$ cat src/rtl/pheap_feeder.sv
// pheap_feeder: round-robin ingress, staging FIFO and paced enq/deq issue in front of the pipelined event heap.
// Optional macro PHEAP_FEEDER_BYPASS_EN: a lone staged event goes straight to a waiting consumer when the heap is empty.
`timescale 1ns/1ps
module pheap_feeder #(
    parameter int WIDTH      = 32,
    parameter int N_SRC      = 4,
    parameter int FIFO_DEPTH = 4,
    parameter int CNT_W      = 5
) (
    input  logic                           clk,
    input  logic                           rst_n,
    input  logic [N_SRC-1:0]               src_valid,
    input  logic [N_SRC*WIDTH-1:0]         src_data,
    output logic [N_SRC-1:0]               src_ready,
    input  logic                           deq_req,
    output logic                           deq_vld,
    output logic [WIDTH-1:0]               deq_data,
    output logic                           hp_enq,
    output logic                           hp_deq,
    output logic [WIDTH-1:0]               hp_data,
    input  logic [WIDTH-1:0]               hp_out_data,
    input  logic                           hp_full,
    input  logic                           hp_empty,
    input  logic [CNT_W-1:0]               hp_cnt,
    output logic [$clog2(FIFO_DEPTH):0]    fifo_cnt,
    output logic                           busy
);
    localparam int AW = $clog2(FIFO_DEPTH);
    localparam int PW = (N_SRC > 1) ? $clog2(N_SRC) : 1;

    typedef enum logic {S_IDLE, S_GAP} state_t;

    state_t           r_state, w_state_nxt;
    logic [PW-1:0]    r_ptr, w_gidx, w_cand, w_ptr_nxt;
    logic [WIDTH-1:0] r_mem [FIFO_DEPTH];
    logic [AW-1:0]    r_wp, r_rp;
    logic [AW:0]      r_cnt;
    logic [WIDTH-1:0] w_src [N_SRC];
    logic             w_found, w_accept, w_fifo_full, w_fifo_empty;
    logic             w_enq, w_deq, w_byp, w_pop;
    logic             w_unused_cnt;

    for (genvar g = 0; g < N_SRC; g++) begin : g_src
        assign w_src[g] = src_data[g*WIDTH +: WIDTH];
    end

    // Heap element count is status only; nothing here depends on it.
    assign w_unused_cnt = ^hp_cnt;

    assign w_fifo_full  = (r_cnt == (AW+1)'(FIFO_DEPTH));
    assign w_fifo_empty = (r_cnt == '0);

    // First valid source at or after the RR pointer, wrapping.
    always_comb begin
        w_gidx  = '0;
        w_cand  = '0;
        w_found = 1'b0;
        for (int k = 0; k < N_SRC; k++) begin
            w_cand = PW'((int'(r_ptr) + k) % N_SRC);
            if (!w_found && src_valid[w_cand]) begin
                w_found = 1'b1;
                w_gidx  = w_cand;
            end
        end
    end

    assign w_accept  = w_found && !w_fifo_full && rst_n;
    assign src_ready = w_accept ? (N_SRC'(1) << w_gidx) : '0;
    assign w_ptr_nxt = (w_gidx == PW'(N_SRC - 1)) ? '0 : w_gidx + PW'(1);

    always_comb begin
        w_enq       = 1'b0;
        w_deq       = 1'b0;
        w_byp       = 1'b0;
        w_state_nxt = r_state;
        case (r_state)
            S_IDLE: begin
                if (w_fifo_full && !hp_full) begin
                    w_enq = 1'b1;
                end
`ifdef PHEAP_FEEDER_BYPASS_EN
                else if (deq_req && hp_empty && r_cnt == (AW+1)'(1) && src_valid == '0) begin
                    w_byp = 1'b1;
                end
`endif
                else if (deq_req && !hp_empty) begin
                    w_deq = 1'b1;
                end
                else if (!w_fifo_empty && !hp_full) begin
                    w_enq = 1'b1;
                end
                if (w_enq || w_deq) w_state_nxt = S_GAP;
            end
            default: w_state_nxt = S_IDLE;
        endcase
        if (!rst_n) begin
            w_enq = 1'b0;
            w_deq = 1'b0;
            w_byp = 1'b0;
        end
    end

    assign w_pop    = w_enq || w_byp;
    assign hp_enq   = w_enq;
    assign hp_deq   = w_deq;
    assign hp_data  = r_mem[r_rp];
    assign deq_vld  = w_deq || w_byp;
    assign fifo_cnt = r_cnt;
    assign busy     = !w_fifo_empty || (r_state == S_GAP);

    always_comb begin
        deq_data = '0;
        if (w_byp)      deq_data = r_mem[r_rp];
        else if (w_deq) deq_data = hp_out_data;
    end

    always_ff @(posedge clk) begin
        if (!rst_n) begin
            r_state <= S_IDLE;
            r_ptr   <= '0;
            r_wp    <= '0;
            r_rp    <= '0;
            r_cnt   <= '0;
            for (int i = 0; i < FIFO_DEPTH; i++) r_mem[i] <= '0;
        end else begin
            r_state <= w_state_nxt;
            if (w_accept) begin
                r_mem[r_wp] <= w_src[w_gidx];
                r_wp        <= r_wp + AW'(1);
                r_ptr       <= w_ptr_nxt;
            end
            if (w_pop) r_rp <= r_rp + AW'(1);
            r_cnt <= r_cnt + {{AW{1'b0}}, w_accept} - {{AW{1'b0}}, w_pop};
        end
    end
endmodule
$ cat config.mk
export PLATFORM = sky130hd
export DESIGN_NAME = pheap_feeder
export DESIGN_NICKNAME = d
export VERILOG_FILES = /design/src/rtl/pheap_feeder.sv
export SDC_FILE = /design/constraint.sdc
export NUM_CORES = 1
export LEC_CHECK = 0
export ABC_AREA = 1
export CAP_MARGIN = 20
export CORE_ASPECT_RATIO = 0.7
export CORE_MARGIN = 4
export CORE_UTILIZATION = 47
export DETAILED_ROUTE_END_ITERATION = 8
export GPL_ROUTABILITY_DRIVEN = 0
export PLACE_DENSITY = 0.81
export SYNTH_ARGS = -nofsm -noshare
export SYNTH_HDL_FRONTEND = slang
export SYNTH_SLANG_ARGS = --single-unit
$ cat constraint.sdc
create_clock -name clk -period 4.62 [get_ports clk]
set_clock_uncertainty 0.15 [all_clocks]
set_input_delay 0.693 -clock clk [delete_from_list [all_inputs] [get_ports clk]]
set_output_delay 0.693 -clock clk [all_outputs]
set_load 0.02 [all_outputs]
======== Yosys cells after proc, flatten, opt, wreduce, memory -nomap -nowiden ========
Memory sizes are Yosys's and may differ from the RTL's. A register that Yosys moved wholly into a read port is not among the register bits.
Index checks and enable logic that the tools add are counted.
word-level totals
  register bits ........................... 10
  memory bits (writable) .................. 128
  bits of input ports ..................... 174
  output and inout port bits .............. 75
  word-level logic and storage cells ...... 87
  memories kept ........................... 1
operators by class
  $add $sub $neg .......................... 8
  $lt $le $gt $ge ......................... 5
  eq/ne operators ......................... 2
  shift-type cells ........................ 1
  multiplexer cells ....................... 43
  bitwise operators ....................... 2
  reduce and logical (&&, ||, !) cells .... 20
memory list
  name   words  width  read ports  clocked after memory_dff  write ports  line  RTL
  r_mem  4      32     1           1                         4            35    logic [WIDTH-1:0] r_mem [FIFO_DEPTH];
operator list
  kind                   number
  $mux W32               4
  $bmux W32 S2           1
  $reduce_or A32 Y1      1
  $mux W1                25
  $mux W2                8
  $lt A2 B3 Y1 const B   4
  $add A2 B1 Y2 const B  4
  $bmux W1 S2            4
  $logic_and A1 B1 Y1    8
  $logic_not A1 Y1       7
  $add A2 B2 Y2 const B  2
  $mux W4                1
  $shl A1 B2 Y4 const A  1
  $add A3 B1 Y3          1
  $eq A3 B3 Y1 const B   1
  $ge A3 B3 Y1 const B   1
  $logic_not A3 Y1       1
  $not A2 Y3             1
  $sub A3 B1 Y3          1
  $eq A2 B2 Y1 const B   1
  $logic_or A1 B1 Y1     2
  $reduce_or A2 Y1       1
  $not A1 Y1             1

======== Logic depth before layout (Yosys ltp) ========
  depth in word-level cells ............... 19
  gate-level depth with buffers ........... 19
  gate-level depth less buffers ........... 17

======== Worst setup path before layout ========
OpenSTA, ideal clock, no wires.
  kind .................................... in2reg
  start point ............................. input src_valid[3]
  end point ............................... memory r_mem[3][0] (enable)
  arrival time ............................ 3.634 ns
  required time ........................... 4.000 ns
  slack ................................... 0.366 ns
  cell stages on the path ................. 8
  path buffers ............................ 0
  cell sequence ........................... inv_1 nand2_1 nand3_1 nand2_2 nor2_4 nand3_2 nand2_2 o31ai_1
RTL lines
  what         line  RTL
  from (decl)  12    input logic [N_SRC-1:0] src_valid,
  to (decl)    35

======== Final worst setup path ========
  start point ............................. input src_valid[3]
  end point ............................... output src_ready[3]
on the way
  word-level cells in the longest chain between the ends .. 15
  elaborated cells between the ends (all ways) .. 26
RTL lines
  what                              line  RTL
  $bmux W1 S2                       60    if (!w_found && src_valid[w_cand]) begin
  $mux W1 (implied by the code)     60
  $mux W1                           60
  $logic_not A1 Y1                  60
  $logic_and A1 B1 Y1               60
  $mux W1                           60
  $logic_not A1 Y1                  60
  $logic_and A1 B1 Y1               60
  $mux W1                           60
  $logic_not A1 Y1                  60
  $logic_and A1 B1 Y1               60
  $mux W1                           60
  $logic_and A1 B1 Y1 (2 in a row)  67    assign w_accept = w_found && !w_fifo_full && rst_n;
  $mux W4 *                         68    assign src_ready = w_accept ? (N_SRC'(1) << w_gidx) : '0;
  to (decl)                         14    output logic [N_SRC-1:0] src_ready,
Every way passes the cells marked *; elsewhere a longest branch is shown, timed or not. The select of a mux whose other input is x is not followed.

==> out/metrics.yaml <==
global_routing:
  grt_remaining_overflow: 0
  antenna_found_initial: 1
  grt_pass1_vias: 7255
  grt_use_total_pct: 27.32
  grt_max_degree: 65
  grt_pass1_wl_mm: 38.94
status:
  outcome: "finished clean"
yosys:
  ys_warn_count: 0
  syn_area_um2: 7690
  synth_edf_count: 128
  ys.flop_type: "edfxtp_1"
  synth_area_leaders: "edfxtp_1, nor2_1, nand2_1"
  synthTopCellsByCount: "nor2_1, nand2_1, edfxtp_1"
  synth_top_cell_by_area: "edfxtp_1"
  yosysTopAreaCellShare_pct: 49.98
  async_reset_ff_share_pct: 0
  syn_area_per_cell_um2: 8.304
  synth_cell_types: 27
  syn-instance-count: 926
  synth_nets: 1107
  synth_seq_cells: 140
  yosysSeqAreaShare_pct: 53.11
  synth.most_common_cell: "nor2_1"
setup_path:
  crit_buf_inv: 6
  crit_path_max_incr_delay_ps: 610
  path_max_fanout: 5
  cp-end-kind: "output port"
  worstPathRequired_ps: 3780
  cp.arrival_ps: 2990
  cp_common_cell: "inv_1"
  cp_slowest_cell: "clkdlybuf4s50_1"
  crit_type: "in -> out"
  cp-start-kind: "input port"
  crit_chain: "clkdlybuf4s50_1 > inv_1 > nand2_1 > nand3_1 > nand2_1 > inv_1 > nand3_2 > nand3_2 > inv_1 > ha_1 > inv_1 > nor2_1 > clkdlybuf4s50_1"
  cp_top_family: "buffers and inverters"
final_layout:
  seqCellArea_um2: 4085
  area_delta_synth_final_pct: 42.61
  fin_util_pct: 69.48
  drive_above_1_share_pct: 6.771
  nets: 1320
  multiInputGateArea_um2: 3048
  diodes: 0
  fill_cells: 1215
timing:
  max_slew_margin_pct: 30.71
  max_freq_mhz: 261.2
  finalHoldViolations: 0
  setup_viol: 0
  slew_violations: 0
  hold_slack_ps: 328.7
  fin_crit_sh_pct: 82.88
  rsz0062_at_grt: "no"
  worstMarginPinSlew_ps: 1038
  fin_tns_setup_ps: 0
  fin_crit_ps: 3829
die:
  fp.dieArea_um2: 18510
  rows: 38
  ioPinCount: 249
  dieHeight_um: 115.0
  die_w_um: 160.9
  core_um2: 15790
  initial_utilization_pct: 48.72
flow_run:
  drv_cap: 0
clocking:
  ctsLongestPathBuffers: 2
  cts_sinks: 140
  cts.clk_slew.worst_paths_ps: 60
  cts_root_buf: "clkbuf_16"
  clk_latency_ps: 420
  cts_setup_buffers: 0
  holdBufCountCts: 0
  cts_resized: 0
  cts_tree: "built"
  cts_max_level: 4
  cts_made_buffers: 17
power_and_ir_drop:
  vdd_drop_max_uv: 449.6
  p_per_area_nw_per_um2: 719.2
  leakage_nw: 4.499
  power.total_mw: 7.887
route:
  wl_met2_mm: 11.87
  via_per_inst: 5.550
  wl_met1_mm: 10.17
  routed_wl_mm: 25.47
  vias: 7614
  drc: 0
  first_iter_violations: 829
  top_layer: "met5"
  route.met3.wl_mm: 2.881
  dr.pass1.iters: 6
  wl_per_cell_um: 18.56
  drtAntennaViolNets: 0
min_path:
  hold_path.class: "reg -> reg"
place:
  portBuffers: 243
  hpwlAfterDp_mm: 16.94
-- cell families after synthesis --
family          Yosys count  synth area share, %
compound gates          113                7.957
xor+xnor                  1               0.1139
fa+ha+maj                 7                1.237
buf+inv                 135                7.696
flops                   140                53.11
simple gates            530                29.89
-- placed cells by master, fill, tap and decap left out, drive strengths merged --
cell type	netlist	layout
o21bai	1	1
nand3	75	75
a21oi	6	6
o21ai	72	72
dfxtp	12	12
nand4	64	64
inv	62	63
nor2	242	242
o22ai	33	33
xor2	1	1
ha	6	6
bufinv	0	7
clkdlybuf4s50	0	243
clkinv	1	7
clkbuf	24	18
edfxtp	128	128
o31ai	1	1
buf	48	23
or2	1	1
nand2	148	148
fa	1	1
-- per-layer routing --
metal	up-vias	track usage, %
li1	3575	-
met3	45	6.951
met4	2	9.034
met1	3525	35.91
met2	467	44.97
met5	-	0
-- report_power, final --
part	total, mW	internal, mW	switching (mW)
combinational	4.18	1.34	2.84
clock	1.56	1.06	0.502
sequential	2.15	1.99	0.154
total	7.89	4.39	3.49
-- registers in the layout (all words and copies together) (netlist names), named ones only --
name	cells
fifo_cnt	3
r_mem	128
r_ptr	2
r_rp	2
r_state	1
r_wp	2
-- final timing paths --
path	endpoint	depth (start not counted)	start	slack, ps
worst max-delay path	src_ready[3]	13	src_valid[3]	790
worst min-delay path	r_rp[1]	2	r_rp[1]	330
worst max register to register	fifo_cnt[2]	18	r_ptr[0]	1360
worst min register to register	r_rp[1]	2	r_rp[1]	330
-- per-stage QoR --
step,worst slack [ps],std cells,area [µm²]
final,790.9,1372,10970
after global routing,582.2,1372,10970
after CTS,818.4,1372,10970
after detailed placement,818.8,1340,10290
after global placement,853.5,1340,10290
after floorplan,366.2,926,7690
-- worst reg2reg max path: stages, from the launching register on --
cell and delay [ps]:
dfxtp_1 560, inv_4 120, nand2_1 90, nand2_2 90, nand2_2 90, nand2_2 70, nor2_4 120, nand3_2 160
nand2_2 170, nor2_4 60, inv_2 90, buf_4 220, ha_1 260, inv_1 50, ha_1 120, inv_1 50
fa_1 390, o21ai_0 220, a21oi_1 70
-- cell type report --
class,count,share of cell area (%)
well taps,220,2.510
clock buffers,18,3.913
clock inverters,14,2.259
multi-input cells,651,27.79
inverters,63,2.179
flip-flops and latches,140,37.25
repair buffers,266,24.10
Note: power is estimated with default switching activity, not from simulation.
==> variant 1 (same settings) <==
The option `PHEAP_FEEDER_BYPASS_EN` is turned on by a define.
--- a/src/rtl/pheap_feeder.sv
+++ b/src/rtl/pheap_feeder.sv
@@ -3,2 +3,4 @@
 `timescale 1ns/1ps
+`define PHEAP_FEEDER_BYPASS_EN
+
 module pheap_feeder #(
Check against the original RTL: not equivalent (Yosys sat finds a counterexample within 4 cycles, from zero or initial values and one cycle with rst_n low).
==> variant 1 against the original RTL <==
Sequential cell count unchanged; die area grew 4.4%; wire length decreased by 3.8%; clock power fell by 9.6%; critical path depth is 1 higher; area after synthesis rose by 4.7%; register-to-register slack improved by 0.11 ns; design area rose by 1.7%; count of clock-buffer cells in the layout unchanged; first-iteration DRC count down 22%; setup slack worse by 0.28 ns; sequential power fell by 9.3%; power down 8.0%.
==> variant 1: results (changes against the original RTL) <==
| Metric | Value | Delta |
|---|---|---|
| Result of the run | finished, final reports clean |  |
| Detailed placement HPWL | 16390 um | -3.2% |
| Worst slack at placement | 0.5996 ns | -0.2192 ns |
| Clock-cell share | 5.485% | -0.69 points |
| Worst r2r dst | r_mem[1][31] |  |
| Highest metal layer with signal wires | met4 |  |
| Worst hold margin | 0.2978 ns | -0.03088 ns |
| Wl on met1 | 9859 um | -3.0% |
| Leakage power total | 0.004410 uW | -2.0% |
| Global-route wire length before repair | 36850 um | -5.4% |
| Capture endpoint of the worst hold path | r_rp[1] |  |
| Actual slew at the worst max-slew pin | 0.6767 ns | -0.3611 ns |
| Sequential element share of the synthesized area | 50.74% | -2.4 points |
| Seq group | 1950 uW | -9.3% |
| Critical Path Start | r_ptr[0] |  |
| Detailed Route Iter0 Violations | 647 | -22% |
| Wire length on met2 | 11490 um | -3.2% |
| Share of cell area taken by multi-input logic gates | 31.15% | +3.4 points |
| Fraction of final layout cells sized beyond drive strength 1 | 14.59% | +7.8 points |
| Number of vias in the routed layout | 7333 | -3.7% |
| Crit path DAT | 3.27 ns | +0.28 ns |
| Reg2reg path depth | 13 | -5 |
| Vias in the first global route | 6939 | -4.4% |
| Diodes inserted | 1 | +1 |
| Netlist cell types | 33 | +22% |
| Count of state elements after synthesis | 140 | unchanged |
| Nonclk inv count | 29 | -54% |
| Initial antenna violation count | 0 | -1 |
| Peak supply drop | 0.6137 mV | +37% |
| Worst hold start | r_rp[1] |  |
| Amount of wire on met3 after detailed routing | 2798 um | -2.9% |
| WL final | 24490 um | -3.8% |
| Endpoint of the most critical setup path | src_ready[3] |  |
| Post-synthesis net count | 1076 | -2.8% |
| Global-route total usage across every layer | 24.72% | -2.6 points |
| FF-to-FF setup slack | 1.47 ns | +0.11 ns |
| Adder and majority gate portion of the synthesized area | 1.181% | -0.055 points |
| Multi-input gates | 659 | +1.2% |
| Part of the cycle the worst path needs | 88.93% | +6.0 points |
| Avg Inst Size Synth | 8.993 um2 | +8.3% |
| Element type at the critical path end | output port |  |
| Compound-Gate Fraction of Synth Area | 10.96% | +3.0 points |
| Highest-delay cell along the critical path | sky130_fd_sc_hd__dfxtp_1 |  |
| Cells taking the most area after synthesis | sky130_fd_sc_hd__edfxtp_1 48%, sky130_fd_sc_hd__nor2_1 9.9%, sky130_fd_sc_hd__nand3_1 6.4% |  |
| Delay of the slowest critical-path stage | 0.67 ns | +0.06 ns |
| Logic pwr share | 53.7% | +0.7 points |
| Number of non-clock buffers in the layout | 264 | -0.75% |
| Mean routed wirelength per cell | 18.14 um | -2.2% |
| Fill count | 1292 | +6.3% |
| Final non-clock buffer share | 23.22% | -0.88 points |
| Internal | 3946 uW | -10% |
| Sequential portion of the cell area | 36.62% | -0.63 points |
| Count of placed standard cells including taps | 1317 | -1.7% |
| Most frequent cells after synthesis | 212 x sky130_fd_sc_hd__nor2_1, 128 x sky130_fd_sc_hd__edfxtp_1, 103 x sky130_fd_sc_hd__nand3_1 |  |
| Largest fanout of any net on the critical path | 11 | +6 |
| First-pass detailed-route iteration total | 7 | +1 |
## variant 1: cell types whose count changed in the layout (fill, tap and decap cells not counted), moves of 32 or more
cell and change:
sky130_fd_sc_hd__nand2_1 -53, sky130_fd_sc_hd__nand3_1 +32, sky130_fd_sc_hd__a22o_1 +32, sky130_fd_sc_hd__nand4_1 -62
sky130_fd_sc_hd__inv_1 -32, sky130_fd_sc_hd__nand2_2 +53
## variant 1: layer usage
metal	GRT usage, %	vias to the layer above
met5	0	-
met4	7.065	0
met3	7.210	32
met2	39.41	380
met1	32.97	3391
li1	-	3530
## variant 1: through the flow
stage / power (uW) / util [%] / instance area, um2
after detailed placement: 5843 / 63.72 / 10540
after global placement: 5757 / 63.72 / 10540
after floorplan: 4743 / - / 8049
final: 7256 / 67.43 / 11150
after global routing: 7717 / 67.42 / 11150
after CTS: 7260 / 67.42 / 11150
==> variant 2 (same settings) <==
Without the edit above. Put one more register stage on the output `fifo_cnt`, with the module's reset. The value now appears one clock later. The other outputs are not delayed to match.
--- a/src/rtl/pheap_feeder.sv
+++ b/src/rtl/pheap_feeder.sv
@@ -107,3 +107,9 @@
     assign deq_vld  = w_deq || w_byp;
-    assign fifo_cnt = r_cnt;
+    always_ff @(posedge clk) begin
+        if (!rst_n) begin
+            fifo_cnt <= '0;
+        end else begin
+            fifo_cnt <= r_cnt;
+        end
+    end
     assign busy     = !w_fifo_empty || (r_state == S_GAP);
Check against the original RTL: not equivalent (a bounded check fails within 4 cycles, from zero or initial values and one cycle with rst_n low).
==> variant 2 against the original RTL <==
Maximum frequency fell by 6.4%; wire length down 9.2%; setup slack got worse by 0.26 ns; power shrank 2.0%; design area is essentially flat; sequential cell count grew 3; first-iteration DRC count down 34%; worst hold slack got worse by 0.019 ns; area after synthesis grew 2.3%; critical path type is now reg -> out.
==> variant 2: results (changes against the original RTL) <==
| Metric | Value | Delta |
|---|---|---|
| Initial antenna violation count | 0 | -1 |
| Mux cell area share after synthesis | 0% | unchanged |
| Most frequent cells after synthesis | 239 x sky130_fd_sc_hd__nor2_1, 128 x sky130_fd_sc_hd__edfxtp_1, 127 x sky130_fd_sc_hd__nand3_1 |  |
| H-tree levels | 4 | unchanged |
| Post-layout nets | 1330 | +0.76% |
| Clock buffer count from CTS | 17 | unchanged |
| Detailed Route Iter0 Violations | 548 | -34% |
| Fill count | 1311 | +7.9% |
| Count of instances resized after the clock tree is built | 0 | unchanged |
| Worst slew margin | 34.85% | +4.1 points |
| Xor/xnor share of the synthesized area | 0.1113% | -0.0026 points |
| Peak supply drop | 0.5906 mV | +31% |
| Share of synthesized registers carrying an async set or reset | 0% | unchanged |
| Reg-to-reg startpoint | r_ptr[0] |  |
| Count of flip-flops with a built-in enable after synthesis | 128 | unchanged |
| Critical Path Source Type | flop |  |
| Maximum number of pins on one net before global-route repair | 65 | unchanged |
| Fraction of final layout cells sized beyond drive strength 1 | 9.036% | +2.3 points |
| Number of vias in the routed layout | 7189 | -5.6% |
| Largest fanout of any net on the critical path | 14 | +9 |
| First-pass detailed-route iteration total | 5 | -1 |
| Global-route wire length before repair | 36180 um | -7.1% |
| Flip-flop cell with the highest count after synthesis | sky130_fd_sc_hd__edfxtp_1 |  |
| Area of placed instances | 10380 um2 | +0.84% |
| Count of buffers from port buffering | 243 | unchanged |
| Number of synthesis warnings | 0 | unchanged |
| Cells taking the most area after synthesis | sky130_fd_sc_hd__edfxtp_1 49%, sky130_fd_sc_hd__nor2_1 11%, sky130_fd_sc_hd__nand3_1 8.1% |  |
| CTS max path bufs | 2 | unchanged |
| Hold WC Path Type | reg -> reg |  |
| Clock slew at reported path FFs | 0.07 ns |  |
| Diodes inserted | 0 | unchanged |
| CTS root buf | sky130_fd_sc_hd__clkbuf_16 |  |
| Sequential element share of the synthesized area | 52.66% | -0.45 points |
| Leakage power total | 0.004524 uW | +0.57% |
| WL final | 23130 um | -9.2% |
| # Post-CTS Setup Buffers | 0 | unchanged |
| Adder and majority gate portion of the synthesized area | 1.208% | -0.028 points |
| Clock latency of the later-clocked register in the worst-skew pair | 0.42 ns | about the same |
| Worst hold start | r_cnt[0] |  |
| Detailed placement HPWL | 15720 um | -7.2% |
| Vias in the first global route | 7036 | -3.0% |
| Compound-Gate Fraction of Synth Area | 7.774% | -0.18 points |
| Result of the run | finished, final reports clean |  |
| Largest registers ranked by flip-flop count | r_mem (128), fifo_cnt (3), r_cnt (3) |  |
| Netlist cell types | 26 | -3.7% |
| Post-synthesis net count | 1113 | +0.54% |
| Global-route total usage across every layer | 24.68% | -2.6 points |
-- variant 2: cell types whose count changed after synthesis, sizes merged --
cell,delta
nand3,+65
nand4,-64
nand2,+5
buf,-4
dfxtp,+3
inv,+3
clkbuf,-2
-- variant 2: routing by layer --
layer / vias up / part of all wire, % / GRT usage [%]
met2: 326 / 47 / 40.22
met4: 0 / 1.7 / 7.709
met5: - / 0 / 0
met3: 34 / 9.6 / 6.772
li1: 3539 / - / -
met1: 3290 / 42 / 32.64
-- variant 2: stage by stage --
step / setup WS, ns / power (uW) / std cells / utilization, %
5_1_grt: 0.2792 / 8310 / 1387 / 67.12
3_3_place_gp: 0.5893 / 6248 / 1355 / 63.47
3_5_place_dp: 0.5332 / 6356 / 1355 / 63.47
2_1_floorplan: 0.3690 / 5046 / 932 / -
4_1_cts: 0.4816 / 7744 / 1387 / 67.12
6_report: 0.5310 / 7732 / 1387 / 67.12
-- variant 2: kinds of logic after synthesis --
group                    count (synthesis)
AND/OR/NAND/NOR                        536
buffers and inverters                  132
adder cells (fa/ha/maj)                  7
XOR/XNOR                                 1
AO/OA/AOI/OAI                          113
flip-flops                             143
-- variant 2: path summary, 6_finish.rpt --
check                       to  slack (ns)  cells after the start
setup / recovery  src_ready[3]        0.53                     14
hold / removal     fifo_cnt[0]        0.31                      2
setup reg to reg  r_mem[0][31]        1.25                     15
hold reg to reg    fifo_cnt[0]        0.31                      2
-- variant 2: area by class of cell --
class	count	share of cell area (%)
sequential	143	37.78
tap	225	2.566
clock inverter	15	1.551
clock buffer	17	3.877
multi-input combinational	657	28.13
inverter	66	2.258
timing repair buffer	264	23.83
-- variant 2: power by group --
group          internal [uW]  total (uW)  leakage, uW  switching (uW)
combinational           1390        4200      0.00278            2820
sequential              2010        2160      0.00146             143
clock                    845        1370     0.000282             527
-- variant 2: critical path: stages (launching register included) --
cell,delay [ns]
sky130_fd_sc_hd__dfxtp_1,0.57
sky130_fd_sc_hd__inv_2,0.19
sky130_fd_sc_hd__nand2_1,0.11
sky130_fd_sc_hd__nand2_2,0.08
sky130_fd_sc_hd__nand2_1,0.09
sky130_fd_sc_hd__nand2_1,0.09
sky130_fd_sc_hd__nor2_4,0.14
sky130_fd_sc_hd__nand3_1,0.09
sky130_fd_sc_hd__nand3_1,0.09
sky130_fd_sc_hd__nand2_2,0.26
sky130_fd_sc_hd__inv_2,0.19
sky130_fd_sc_hd__ha_1,0.16
sky130_fd_sc_hd__inv_1,0.04
sky130_fd_sc_hd__nor2_1,0.12
sky130_fd_sc_hd__clkdlybuf4s50_1,0.63
